--- src/rtl/led_pattern_seq.sv ---
// led_pattern_seq: LED pattern register with rotate-left/right, ping-pong and hold modes, built-in prescaler and parallel load.
// Latency: a step or load appears one cycle after its terminal/load cycle; o_tick is high in that same cycle.
// Backpressure: none; i_enable low freezes the prescaler and i_load overrides a coincident step.
module led_pattern_seq #(
  parameter int NB_SHIFT = 4,
  parameter int NB_CNT   = 24
) (
  input  logic                clock,
  input  logic                i_reset,
  input  logic                i_enable,
  input  logic [1:0]          i_mode,
  input  logic [NB_CNT-1:0]   i_period,
  input  logic                i_load,
  input  logic [NB_SHIFT-1:0] i_load_data,
  output logic [NB_SHIFT-1:0] o_register,
  output logic                o_tick,
  output logic                o_dir
);

  typedef enum logic [1:0] {
    MODE_ROL  = 2'b00,
    MODE_ROR  = 2'b01,
    MODE_PING = 2'b10,
    MODE_HOLD = 2'b11
  } mode_t;

  typedef enum logic {
    DIR_LEFT  = 1'b0,
    DIR_RIGHT = 1'b1
  } dir_t;

  localparam logic [NB_SHIFT-1:0] PAT_RESET = NB_SHIFT'(1);

  logic [NB_SHIFT-1:0] pat_q, pat_d;
  logic [NB_CNT-1:0]   cnt_q, cnt_d;
  dir_t                dir_q, dir_d;
  logic                tick_q, tick_d;
  mode_t               mode;
  logic                terminal;

  function automatic logic [NB_SHIFT-1:0] rol(input logic [NB_SHIFT-1:0] v);
    return {v[NB_SHIFT-2:0], v[NB_SHIFT-1]};
  endfunction

  function automatic logic [NB_SHIFT-1:0] ror(input logic [NB_SHIFT-1:0] v);
    return {v[0], v[NB_SHIFT-1:1]};
  endfunction

  assign mode = mode_t'(i_mode);
  // >= so that shrinking the period below the running count fires at once.
  assign terminal = i_enable && (cnt_q >= i_period);

  // State register; reset forces the single-LED pattern and clears everything else.
  always_ff @(posedge clock or negedge i_reset) begin
    if (!i_reset) begin
      pat_q  <= PAT_RESET;
      cnt_q  <= '0;
      dir_q  <= DIR_LEFT;
      tick_q <= 1'b0;
    end else begin
      pat_q  <= pat_d;
      cnt_q  <= cnt_d;
      dir_q  <= dir_d;
      tick_q <= tick_d;
    end
  end

  // Next state: load beats step; step action chosen by the mode seen in the terminal cycle.
  always_comb begin
    pat_d  = pat_q;
    cnt_d  = cnt_q;
    dir_d  = dir_q;
    tick_d = 1'b0;
    if (i_load) begin
      // A zero load would blank the bank forever, since rotation keeps popcount.
      pat_d = (i_load_data == '0) ? PAT_RESET : i_load_data;
      cnt_d = '0;
      dir_d = DIR_LEFT;
    end else if (terminal) begin
      cnt_d  = '0;
      tick_d = 1'b1;
      case (mode)
        MODE_ROL: pat_d = rol(pat_q);
        MODE_ROR: pat_d = ror(pat_q);
        MODE_PING: begin
          if (dir_q == DIR_LEFT) begin
            if (pat_q[NB_SHIFT-1]) begin
              dir_d = DIR_RIGHT;
              pat_d = ror(pat_q);
            end else begin
              pat_d = rol(pat_q);
            end
          end else begin
            if (pat_q[0]) begin
              dir_d = DIR_LEFT;
              pat_d = rol(pat_q);
            end else begin
              pat_d = ror(pat_q);
            end
          end
        end
        default: pat_d = pat_q;
      endcase
    end else if (i_enable) begin
      cnt_d = cnt_q + NB_CNT'(1);
    end
  end

  assign o_register = pat_q;
  assign o_tick     = tick_q;
  assign o_dir      = dir_q;

endmodule

--- config.mk ---
export PLATFORM = sky130hd
export DESIGN_NAME = led_pattern_seq
export DESIGN_NICKNAME = d
export VERILOG_FILES = /design/src/rtl/led_pattern_seq.sv
export SDC_FILE = /design/constraint.sdc
export NUM_CORES = 1
export LEC_CHECK = 0
export ABC_AREA = 1
export CAP_MARGIN = 15
export CORE_MARGIN = 2
export CORE_UTILIZATION = 49
export CTS_CLUSTER_SIZE = 20
export DETAILED_ROUTE_END_ITERATION = 10
export GPL_TIMING_DRIVEN = 0
export PLACE_DENSITY = 0.75
export SLEW_MARGIN = 20
export SYNTH_ARGS = -nofsm -noshare
export SYNTH_HDL_FRONTEND = slang
export SYNTH_SLANG_ARGS = --single-unit
export TNS_END_PERCENT = 30
--- constraint.sdc ---
create_clock -name clock -period 1.9 [get_ports clock]
set_clock_uncertainty 0.15 [all_clocks]
set_input_delay 0.475 -clock clock [delete_from_list [all_inputs] [get_ports clock]]
set_output_delay 0.475 -clock clock [all_outputs]
set_load 0.01 [all_outputs]
Word-level counts from Yosys, hierarchy flattened
Cells that the tools add are included.
{"block": "totals", "output_inout_bits": 6, "register_bits": 30, "word_cells": 35}
{"block": "classes", "magnitude_cmp": 1, "n_reduce_logical": 9, "n_addsub": 1, "eq_ne": 2, "mux": 18}
{"operator": "two-way mux 24 bit", "count": 3}
{"operator": "adder 24 x 1 -> 24 bit (second input constant)", "count": 1}
{"operator": ">= comparator 24 bit", "count": 1}
{"operator": "two-way mux 4 bit", "count": 6}
{"operator": "one-hot mux 4 bit (3 select lines)", "count": 1}
{"operator": "two-way mux 1 bit", "count": 8}
{"operator": "zero test 4 bit", "count": 1}
{"operator": "AND reduction 2 bit", "count": 2}
{"operator": "nonzero test 2 bit", "count": 2}
{"operator": "nonzero test 4 bit", "count": 1}
{"operator": "nonzero test 3 bit", "count": 1}
{"operator": "equality test 2 x 1 -> 1 bit (second input constant)", "count": 1}
{"operator": "equality test 2 bit (second input constant)", "count": 1}
{"operator": "zero test 2 bit", "count": 1}
{"operator": "logical AND 1 bit", "count": 1}

Logic depth before layout (Yosys ltp)
{"block": "depth", "depth_word": 5, "depth_mapped": 15}

Worst setup path before layout
Ideal clock, no wire load.
{"block": "synth_path", "path_type": "input port to flip-flop", "startpoint": "input port i_period[23]", "endpoint": "register cnt_q[17]", "path_slack_ns": -0.062, "stages": 14, "arrival_ns": 1.694, "n_path_buf": 1, "t_required_ns": 1.632, "path_cell_list": "inv_1 -> ha_1 -> nand2_1 -> nor2_2 -> nand2_1 -> nor2_1 -> nand2_1 -> nand2_1 -> nor2_1 -> nand2_2 -> nand2_4 -> nand2_4 -> buf_4 -> nor2_1"}
{"block": "synth_between", "elab_chain_len": 4}
{"item": "from (decl)", "line_no": "12", "source": "input logic [NB_CNT-1:0] i_period,"}
{"item": ">= comparator 24 bit (*)", "line_no": "51", "source": "assign terminal = i_enable && (cnt_q >= i_period);"}
{"item": "logical AND 1 bit (*)", "line_no": "51"}
{"item": "two-way mux 24 bit", "line_no": "79", "source": "end else if (terminal) begin"}
{"item": "two-way mux 24 bit", "line_no": "74", "source": "if (i_load) begin"}
{"item": "to (signal assigned)", "line_no": "62", "source": "cnt_q <= cnt_d;"}
{"item": "to (decl)", "line_no": "35", "source": "logic [NB_CNT-1:0] cnt_q, cnt_d;"}
Every way passes the cells marked *; elsewhere a longest branch is shown, timed or not.
A chain may end at the register's enable or synchronous reset.

Worst setup path after layout
{"block": "layout_path", "startpoint": "input port i_period[21]", "endpoint": "register dir_q (netlist: o_dir)"}
{"block": "layout_between", "elab_chain_len": 4}
{"item": ">= comparator 24 bit", "line_no": "51"}
{"item": "logical AND 1 bit", "line_no": "51"}
{"item": "nonzero test 2 bit (no source line)"}
{"item": "AND reduction 2 bit (no source line)"}
{"item": "to (signal assigned)", "line_no": "63", "source": "dir_q <= dir_d;"}
{"item": "to (decl)", "line_no": "36", "source": "dir_t dir_q, dir_d;"}
No other way between the ends.

==> run metrics <==
Worst R2R Start=cnt_q[21]; Cell Area, Synth=2590 um2; antenna violations before repair=0; Worst-path clk slew=0.06 ns; vias in the first global route=2439; Max VDD drop=463 uV; final RePlAce weighted congestion=0.865; synthesized flop and latch total=30; Clock Path Buffers=2; Avg Inst Size Synth=6.90 um2; CTS HTree Levels=2; CTS hold repair buffers=0; hold violation count in the final report=0; Skew-Pair Late Insertion Delay=0.29 ns; grt ovf=0; Overall Power=0.00156 W; final instance area=3720 um2; crit path launch type=primary input; Pwr Density=419 nW/um2; FF-to-FF End=o_dir; r2r setup slk=-0.21 ns; Hold Crit Class=in -> async; # rows=26; status=finished with violations; Final Max Slew Viols=0; area share of the largest cell type after synthesis=28.0%; Synth Flop Type=dfrtp_1; DRC=0; CP Data Arrival Time=2.15 ns; fin crit share=112%; setup TNS=-3.54 ns; share of cells above drive strength 1=30.5%; GRT Overall Usage=22.5%; Die Span Y=76.8 um; dpl cell area=3300 um2; # nets final=503; worst setup path end=o_dir; starting density of the core=50.8%; IO buf count=37; CTS Buf Count=5; relative slew slack=54.9%; Post-synth EDFFs=0; Detailed Place HPWL=4.36 mm; RSZ-0062 raised after global routing=yes; DRT iter0 DRCs=136; Req. time, crit path=1.93 ns; crit end category=register; final setup fails=30; MaxCap Viol Count=0; most frequent cells in the layout=nand2_1, inv_1, nor2_1; first-pass detailed-route iteration total=4; LEAKAGE=1.79 nW; commonest non-fill, non-tap cell in the layout=nand2_1; Cell variety after synth=35; Mapped Cells=376; Mapped Nets=438; failing checks=negative setup slack; R2R depth=11; CTS tree=built; # clock sinks=30; Crit Path Class=in -> reg; drt via density=5.08; setup ws final=-0.226 ns; Die W=76.8 um; post-DR wirelength/cell=12.4 um; pin count of the biggest net entering global routing=31; WL final=6.32 mm; Tightest Pin Transition=0.677 ns; # diodes=0; final core occ=72.9%; post-synthesis sequential area ratio=29.0%; YS warnings=0; clock root buffer=clkbuf_8; core box area=5110 um2; Crit. Startpoint=i_period[21]; die area=5890 um2; Fmax=470 MHz; minimum clock period=2.13 ns; cell taking the most area after synthesis=dfrtp_1; Post-synth ARST share=100%; top cells by area, synth=dfrtp_1, nand2_1, ha_1, inv_1, nor2_1; Layout Area Growth over Synthesis=43.4%; vias post-DR=2602; antenna-violating nets left=0; Ports=40; first-pass GRT wire length=10.8 mm; Max Fanout on Critical Path=7
==> power by group <==
part,internal [W],total [W],switching [W]
Sequential,0.000660,0.000692,0.0000315
Clock,0.000292,0.000534,0.000243
Combinational,0.000155,0.000332,0.000177
==> sequential cells by signal (all words and copies together), names as in the netlist <==
register	flops
o_dir	1
o_register	4
o_tick	1
cnt_q	24
==> routing by layer <==
metal | up-vias | track usage, % | wire length [um]
li1 | 1325 | - | -
met1 | 1204 | 28.7 | 2740
met2 | 67 | 38.2 | 3230
met3 | 6 | 5.18 | 277
met4 | 0 | 5.82 | 74
met5 | - | 0 | 0
==> how the worst min path moves through the flow <==
stage / startpoint / endpoint / slack, ns
after floorplan: i_reset / cnt_q[0] / 0.03
after global placement: o_register[0] / o_register[0] / 0.34
after detailed placement: o_register[0] / o_register[0] / 0.34
after CTS: i_reset / o_tick / 0.10
after global routing: i_reset / cnt_q[23] / 0.12
final: i_reset / cnt_q[23] / 0.07
==> final cells by class <==
class,count,area [um2]
Tap cell,70,87.6
Clock buffer,7,86.3
Timing Repair Buffer,58,524
Sequential cell,30,772
Fill cell,450,1390
Clock inverter,1,5.00
Buffer,5,56.3
Inverter,62,253
Multi-Input combinational cell,279,1940
==> cell usage after synthesis (3+ instances only) <==
library cell    n
nand2_1       105
inv_1          59
nor2_1         41
dfrtp_1        29
ha_1           28
nand3_1        20
a21oi_1        17
o21ai_0        12
xor2_1         11
nor3_1         10
nand4_1         8
nor2_2          5
nand2_2         3
==> repair_timing <==
action / in CTS / in global routing
setup buffers: 14 / 7
gates cloned: 1 / 0
endpoints found under the setup margin: 35 / 30
endpoints found under the hold margin: 0 / 0
pin swaps: 39 / 9
gates resized for setup: 73 / 16
==> logic make-up after synthesis <==
family,after synthesis,share of synthesized area [%]
xor+xnor,12,4.05
buf+inv,67,11.0
simple gates,205,35.4
compound gates,34,7.04
flops,30,29.0
fa+ha+maj,28,13.5
==> stage by stage <==
stage	hold WS, ns	setup WS (ns)	std cells
finish	0.0699	-0.226	512
global placement	0.339	-0.846	483
CTS	0.103	-0.207	506
detailed placement	0.340	-0.860	483
global route	0.117	-0.349	512
floorplan	0.0294	-0.00450	376
==> worst max-delay path, cell delays in order <==
cell,delay [ns]
clkdlybuf4s15_2,0.23
inv_8,0.03
ha_4,0.27
nand2_4,0.05
nor2_4,0.13
nand4_1,0.16
nor2_2,0.15
nand2_2,0.07
nand2_2,0.09
nand2_4,0.08
buf_4,0.17
o21ai_0,0.17
nor2_1,0.07
Note: power is estimated with default switching activity, not from simulation.
